## config.mk

```make
export PLATFORM = sky130hd
export DESIGN_NAME = hwpe_ctrl_periph_adapter
export DESIGN_NICKNAME = d
export VERILOG_FILES = /design/src/rtl/hwpe_ctrl_periph_adapter.sv
export SDC_FILE = /design/constraint.sdc
export NUM_CORES = 1
export LEC_CHECK = 0
export ABC_AREA = 1
export CAP_MARGIN = 20
export CORE_AREA = 2 2 80 82
export DETAILED_ROUTE_END_ITERATION = 12
export DIE_AREA = 0 0 82 84
export PLACE_DENSITY = 0.77
export SLEW_MARGIN = 20
export SYNTH_ARGS = -nofsm -noshare
export SYNTH_HDL_FRONTEND = slang
export SYNTH_SLANG_ARGS = --single-unit
```

## constraint.sdc

```tcl
create_clock -name clk -period 1.41 [get_ports clk]
set_input_delay 0.423 -clock clk [delete_from_list [all_inputs] [get_ports clk]]
set_output_delay 0.423 -clock clk [all_outputs]
set_load 0.01 [all_outputs]
```

## src/rtl/hwpe_ctrl_periph_adapter.sv

```systemverilog
`default_nettype none
// ============================================================================
// Module   : hwpe_ctrl_periph_adapter
// Purpose  : Peripheral slave front-end of an HWPE: TRIGGER/STATUS handled
//            locally, other words forwarded to the register file.
// Revision : 1.0
// ============================================================================
module hwpe_ctrl_periph_adapter #(
  parameter int ADDR_WIDTH = 5,
  parameter int DATA_WIDTH = 32,
  parameter int ID_WIDTH   = 8,
  localparam int NUM_BYTE  = DATA_WIDTH / 8
) (
  input  logic                  clk,
  input  logic                  rst,
  input  logic                  clear,
  input  logic                  periph_req,
  output logic                  periph_gnt,
  input  logic [31:0]           periph_add,
  input  logic                  periph_wen,
  input  logic [NUM_BYTE-1:0]   periph_be,
  input  logic [DATA_WIDTH-1:0] periph_data,
  input  logic [ID_WIDTH-1:0]   periph_id,
  output logic                  periph_r_valid,
  output logic [DATA_WIDTH-1:0] periph_r_data,
  output logic [ID_WIDTH-1:0]   periph_r_id,
  output logic                  rf_read_enable,
  output logic [ADDR_WIDTH-1:0] rf_read_addr,
  input  logic [DATA_WIDTH-1:0] rf_read_data,
  output logic                  rf_write_enable,
  output logic [ADDR_WIDTH-1:0] rf_write_addr,
  output logic [DATA_WIDTH-1:0] rf_write_data,
  output logic [NUM_BYTE-1:0]   rf_write_be,
  output logic                  trigger,
  input  logic                  done
);

  localparam logic [ADDR_WIDTH-1:0] c_W_TRIGGER = ADDR_WIDTH'(0);
  localparam logic [ADDR_WIDTH-1:0] c_W_STATUS  = ADDR_WIDTH'(1);

  typedef enum logic [0:0] {
    ST_IDLE    = 1'b0,
    ST_RUNNING = 1'b1
  } state_t;

  state_t r_state;
  state_t w_state_next;

  logic                  r_trigger;
  logic                  r_r_valid;
  logic [ID_WIDTH-1:0]   r_r_id;
  logic                  r_fwd_read;
  logic [DATA_WIDTH-1:0] r_local_data;

  logic [ADDR_WIDTH-1:0] w_word;
  logic                  w_is_trigger;
  logic                  w_is_status;
  logic                  w_is_local;
  logic                  w_stall;
  logic                  w_gnt;
  logic                  w_gnt_read;
  logic                  w_gnt_write;
  logic                  w_start;
  logic                  w_busy;
  logic [DATA_WIDTH-1:0] w_local_data;

  // Address bits outside the word index alias and are deliberately dropped.
  logic w_unused_add;
  assign w_unused_add = ^{periph_add[31:ADDR_WIDTH+2], periph_add[1:0]};

  assign w_word       = periph_add[ADDR_WIDTH+1:2];
  assign w_is_trigger = (w_word == c_W_TRIGGER);
  assign w_is_status  = (w_word == c_W_STATUS);
  assign w_is_local   = w_is_trigger | w_is_status;
  assign w_busy       = (r_state == ST_RUNNING);

  // Grant depends only on the registered state, never on this cycle's done.
  assign w_stall     = w_busy && !periph_wen;
  assign w_gnt       = periph_req && !w_stall && !clear && !rst;
  assign w_gnt_read  = w_gnt && periph_wen;
  assign w_gnt_write = w_gnt && !periph_wen;
  assign w_start     = w_gnt_write && w_is_trigger;

  assign periph_gnt      = w_gnt;
  assign rf_read_enable  = w_gnt_read && !w_is_local;
  assign rf_read_addr    = w_word;
  assign rf_write_enable = w_gnt_write && !w_is_local;
  assign rf_write_addr   = w_word;
  assign rf_write_data   = periph_data;
  assign rf_write_be     = periph_be;

  assign w_local_data = (w_gnt_read && w_is_status)
                      ? {{(DATA_WIDTH-1){1'b0}}, w_busy}
                      : '0;

  always_comb begin
    w_state_next = r_state;
    case (r_state)
      ST_IDLE:    if (w_start) w_state_next = ST_RUNNING;
      ST_RUNNING: if (done)    w_state_next = ST_IDLE;
      default:                 w_state_next = ST_IDLE;
    endcase
    if (clear) w_state_next = ST_IDLE;
  end

  always_ff @(posedge clk) begin
    if (rst) begin
      r_state      <= ST_IDLE;
      r_trigger    <= 1'b0;
      r_r_valid    <= 1'b0;
      r_r_id       <= '0;
      r_fwd_read   <= 1'b0;
      r_local_data <= '0;
    end else begin
      r_state   <= w_state_next;
      r_trigger <= w_start;
      r_r_valid <= w_gnt;
      if (w_gnt) begin
        r_r_id       <= periph_id;
        r_fwd_read   <= w_gnt_read && !w_is_local;
        r_local_data <= w_local_data;
      end
    end
  end

  // The regfile returns read data one cycle after the address, aligned with r_valid.
  assign periph_r_valid = r_r_valid;
  assign periph_r_id    = r_r_id;
  assign periph_r_data  = r_fwd_read ? rf_read_data : r_local_data;
  assign trigger        = r_trigger;

endmodule
`default_nettype wire

```

==> out/metrics.yaml, run 1 <==
placed_design:
  place.gp.congestion: 0.695
  dp_hpwl_um: 3750
  port_buffers: 105
  pre_cts_ws_ns: -0.941
routing:
  drt-initial-drc-count: 18
  wl_per_cell_um: 14.1
  viasPerCell: 3.85
  drc: 0
  num_vias: 1325
  dr.pass1.iters: 4
  drtAntennaViolNets: 0
  routed_wl_um: 4840
yosys:
  syn_avg_cell_area_um2: 6.64
  yosysSeqAreaShare_pct: 21.4
  synthArstFlopShare_pct: 0
  ys_seq_elements: 13
  syn-cell-area_mm2: 0.00121
  synthTopCellsByCount: "buf_4, nand2_1, inv_1"
  synth_area_leaders: "buf_4, dfxtp_1, nand2_1"
  synth_cells: 183
  yosysTopAreaCell: "buf_4"
  synthFlopType: "dfxtp_1"
  synth_nets: 297
  synth-edff-count: 0
  yosysWarnings: 0
  yosys.area.top_type_share_pct: 28.4
  synthDistinctLibCells: 17
  yosysMostFrequentCell: "buf_4"
worst_setup_path:
  cp_slowest_cell: "dfxtp_4"
  start_kind: "flop"
  crit_type: "reg -> out"
  end_kind: "primary output"
  crit_chain: "mux2_4, buf_6"
  crit_fanout: 5
  cp.required_ns: 0.99
  arrival_ns: 1.10
  max_stage_delay_ns: 0.41
sta:
  period_minus_slack_ns: 1.52
  report.final.slew_viol_count: 0
  tightest_slew_ns: 0.169
  setup_slack_ns: -0.112
  timing.slew.headroom_pct: 88.8
  fmax_ghz: 0.657
  setup-tns-final_ns: -1.35
  hold_violations: 0
  setup_viol: 35
  final.period_utilization_pct: 108
  rsz0062_at_grt: "yes"
  clock_skew_ns: 0.00299
cts:
  htree_levels: 1
  clock-sinks: 13
  clkTransAtPathRegs_ns: 0.06
  cts_hold_buf: 0
  clock_latency_ns: 0.25
  cts_tree: "built"
  clockBufferDepth: 2
  cts_buffers: 3
  root_buffer: "clkbuf_8"
job:
  drv_cap: 0
cells_and_area:
  antenna_cells: 0
  fin_util_pct: 37.7
  syn2layout_area_growth_pct: 89.1
  fillers: 660
  final_nets: 382
  drive_gt1_share_pct: 55.8
die:
  die_y_um: 84
  start_util_pct: 19.9
  core_area_mm2: 0.00610
  die_x_um: 82
  fp.dieArea_mm2: 0.00689
  io_pins: 205
  rows: 29
pwr:
  p_leak_nw: 1.50
  max-vdd-ir-drop_mv: 0.464
  power_w: 0.00108
  p_per_area_mw_per_mm2: 471
grt:
  grt_max_degree: 16
  grt_pass1_wl_um: 6530
  grt_pass1_vias: 1318
  antenna_found_initial: 0
  grt_usage_pct: 12.5
  gr-total-overflow: 0
outcome:
  outcome: "finished, violations left"
  violations: "negative setup slack"
min_path:
  holdCritPathClass: "reg -> reg"
## path summary, 6_finish.rpt
check	slack, ns	start	to	cells after the start
min reg2reg	0.47	periph_r_id[2]	periph_r_id[2]	2
min	0.47	periph_r_id[2]	periph_r_id[2]	2
max	-0.11	r_fwd_read	periph_r_data[0]	2
max reg2reg	0.23	r_state	r_state	8
## where the power goes
group / total (W) / leakage (nW) / switching (W) / internal [W]
registers: 0.000384 / 0.107 / 0.00000780 / 0.000376
logic: 0.000353 / 1.37 / 0.000151 / 0.000203
clock network: 0.000344 / 0.0228 / 0.000144 / 0.000200
total: 0.00108 / 1.50 / 0.000303 / 0.000779
## sequential cells by signal, summed over array words and instances, names as in the netlist
name,cells
trigger,1
periph_r_valid,1
r_local_data,1
r_fwd_read,1
r_state,1
periph_r_id,8
## per-layer routing
metal / global-route usage [%] / vias to the layer above / share of wire (%)
met5: 0 / - / 0
met4: 2.42 / 0 / 0.81
met3: 7.03 / 5 / 16
met2: 25.1 / 89 / 55
met1: 9.90 / 585 / 28
li1: - / 646 / -
## layout make-up
| cell class | instances | area, um^2 | share of cell area (%) |
|---|---|---|---|
| timing repair buffer | 132 | 1190 | 51.6 |
| multi-input combinational | 81 | 561 | 24.4 |
| sequential | 13 | 265 | 11.5 |
| inverter | 37 | 144 | 6.26 |
| tap | 77 | 96.3 | 4.19 |
| clock buffer | 4 | 45.0 | 1.96 |
## worst max-delay path: cells and delay by family (launching register included)
kind     cells  cell delay, ns
flops        1            0.41
mux          1            0.32
buf+inv      1            0.12
## cell families (layout without fill, tap and decap cells)
logic type | Yosys count | after routing | synth area share (%)
DFF | 13 | 13 | 21.4
AOI/OAI and AO/OA | 11 | 11 | 7.31
and+or+nand+nor | 69 | 69 | 26.4
muxes | 1 | 1 | 0.927
buffers and inverters | 89 | 173 | 44.0
## per-stage QoR
step | instance area [um^2] | instances | hold WS (ns)
finish | 2300 | 344 | 0.470
global route | 2300 | 344 | 0.488
CTS | 2140 | 342 | 0.472
detailed placement | 2080 | 326 | 0.466
global placement | 2080 | 326 | 0.452
floorplan | 1210 | 183 | 0.448
## cells in the final DEF, fill, tap and decap left out, drive strengths merged
cell type and n:
clkinv 1, mux2 1, dlymetal6s2s 19, clkdlybuf4s50 9, a21oi 11, buf 75, clkbuf 7, nand3 1
nand4 1, nand2 55, nor2 11, inv 36, nand3b 1, dfxtp 13, dlygate4sd2 26
## what timing repair did
item / CTS / global route
gates resized for setup: 267 / 63
setup endpoints to repair: 55 / 35
gates cloned: 2 / 0
buffers inserted: 10 / 4
pin swaps: 14 / 22
Note: power is estimated with default switching activity, not from simulation.
==> run 2: changes to the inputs <==
TNS_END_PERCENT = 5   (was not set)
==> out/metrics.yaml, run 2 (synthesized netlist as in run 1, its figures left out) <==
outcome:
  outcome: "finished, violations left"
  violations: "negative setup slack"
cells_and_area:
  fillers: 687  # +4.1%
  syn2layout_area_growth_pct: 72.5
  largest_reg_flops: 8  # unchanged
  seq_area_um2: 265  # unchanged
  drive_gt1_share_pct: 47.7  # -8.1 points
  multiInputGateArea_um2: 475  # -15%
  final_nets: 379  # -0.79%
  final_cell_mix: "dlygate4sd2_1, nand2_1, buf_2, inv_1, buf_4"
  antenna_cells: 0  # unchanged
  fin_util_pct: 34.4  # -3.3 points
  layout_commonest_cell: "dlygate4sd2_1"
  instances_no_fill: 341  # -0.87%
sta:
  tightest_slew_ns: 0.165  # -0.00400 ns
  setup_viol: 35  # unchanged
  setup-tns-final_ns: -1.43  # -0.0775 ns
  hold_violations: 0  # unchanged
  timing.slew.headroom_pct: 89.0  # +0.27 points
  fmax_ghz: 0.660  # +0.45%
  period_minus_slack_ns: 1.52  # -0.00679 ns
  rsz0062_at_grt: "yes"
  report.final.slew_viol_count: 0  # unchanged
  setup_slack_ns: -0.105  # +0.00679 ns
  clock_skew_ns: 0.00344  # +0.000453 ns
  final.period_utilization_pct: 107  # -0.48 points
cts:
  clockBufferDepth: 2  # unchanged
  clock_latency_ns: 0.25  # about the same
  cts_buffers: 3  # unchanged
  cts_hold_buf: 0  # unchanged
  root_buffer: "clkbuf_8"
  clkTransAtPathRegs_ns: 0.06  # about the same
  clock-sinks: 13  # unchanged
  cts_tree: "built"
  htree_levels: 1  # unchanged
min_path:
  holdCritPathClass: "reg -> reg"
  hold_start: "periph_r_id[6]"
  hold_depth: 2  # unchanged
worst_setup_path:
  crit_type: "reg -> out"
  worstRegToRegCells: 7  # -1
  r2r_start: "r_state"
  arrival_ns: 1.09  # about the same
  end_kind: "primary output"
  crit_fanout: 4  # -1
  cp.required_ns: 0.99  # about the same
  start_kind: "flop"
  critical_path.startpoint: "r_fwd_read"
die:
  rows: 29  # unchanged
  die_x_um: 82  # unchanged
  fp.dieArea_mm2: 0.00689  # unchanged
  io_pins: 205  # unchanged
  die_y_um: 84  # unchanged
  core_area_mm2: 0.00610  # unchanged
  start_util_pct: 19.9  # unchanged
routing:
  drtAntennaViolNets: 0  # unchanged
  num_vias: 1285  # -3.0%
  wl_per_cell_um: 13.6  # -3.7%
  drc: 0  # unchanged
  drt-initial-drc-count: 17  # -1
  dr.pass1.iters: 4  # unchanged
  viasPerCell: 3.77  # -2.2%
  routed_wl_um: 4620  # -4.5%
grt:
  antenna_found_initial: 0  # unchanged
  gr-total-overflow: 0  # unchanged
  grt_usage_pct: 12.4  # -0.044 points
  grt_pass1_vias: 1332  # +1.1%
  grt_max_degree: 17  # +1
  grt_pass1_wl_um: 6510  # -0.32%
job:
  drv_cap: 0  # unchanged
placed_design:
  dp_hpwl_um: 3750  # unchanged
  port_buffers: 105  # unchanged
  place.gp.congestion: 0.695  # unchanged
  placed_cells: 326  # unchanged
pwr:
  p_leak_nw: 1.24  # -17%
  p_per_area_mw_per_mm2: 498  # +5.8%
  max-vdd-ir-drop_mv: 0.463  # -0.24%
-- run 2: changes by cell type in the layout (fill, tap and decap cells not counted), moves of 2 or more --
cell,previous run,this run
inv_2,17,8
buf_6,22,15
nand2_2,17,20
nand2_4,13,0
inv_1,19,28
buf_12,3,1
dlygate4sd2_1,26,45
dlymetal6s2s_1,19,0
nand2_1,25,35
clkdlybuf4s15_2,0,3
buf_2,27,30
-- run 2: path summary, 6_finish.rpt --
check | end | slack (ns)
setup / recovery | periph_r_data[0] | -0.11
hold / removal | periph_r_id[6] | 0.47
setup reg to reg | r_state | 0.29
hold reg to reg | periph_r_id[6] | 0.47
-- run 2: stage by stage --
| step | setup slack (ns) | power [W] | cell area, um^2 | hold WS, ns |
|---|---|---|---|---|
| 6_report | -0.105 | 0.00104 | 2100 | 0.470 |
| 3_5_place_dp | -0.941 | 0.000743 | 2080 | 0.466 |
| 3_3_place_gp | -0.886 | 0.000739 | 2080 | 0.452 |
| 5_1_grt | -0.130 | 0.00109 | 2100 | 0.488 |
| 4_1_cts | -0.117 | 0.00104 | 2030 | 0.472 |
| 2_1_floorplan | 0.0791 | 0.000609 | 1210 | 0.448 |
-- run 2: routing by layer --
metal | track usage, % | wire length (um)
met1 | 9.84 | 1310
met2 | 25.0 | 2450
met3 | 7.03 | 825
met4 | 2.42 | 39
met5 | 0 | 0
-- run 2: what timing repair did --
action / CTS / global route
pin swaps: 29 / 7
gates cloned: 1 / 0
setup endpoints to repair: 55 / 39
gates resized for setup: 266 / 21
setup buffers: 8 / 2
-- run 2: power breakdown --
part | internal, W | total [W] | switching (W)
Clock | 0.000200 | 0.000344 | 0.000144
Combinational | 0.000184 | 0.000316 | 0.000132
Sequential | 0.000376 | 0.000384 | 0.00000759
-- run 2: layout make-up --
| class | count | share of cell area, % |
|---|---|---|
| clock buffer | 4 | 2.15 |
| sequential | 13 | 12.7 |
| multi-input combinational | 81 | 22.7 |
| timing repair buffer | 129 | 51.0 |
| tap | 77 | 4.60 |
| inverter | 37 | 6.87 |
-- run 2: critical path: stages (launching register included) --
cell and delay (ns):
dfxtp_4 0.41, mux2_4 0.32, buf_6 0.12
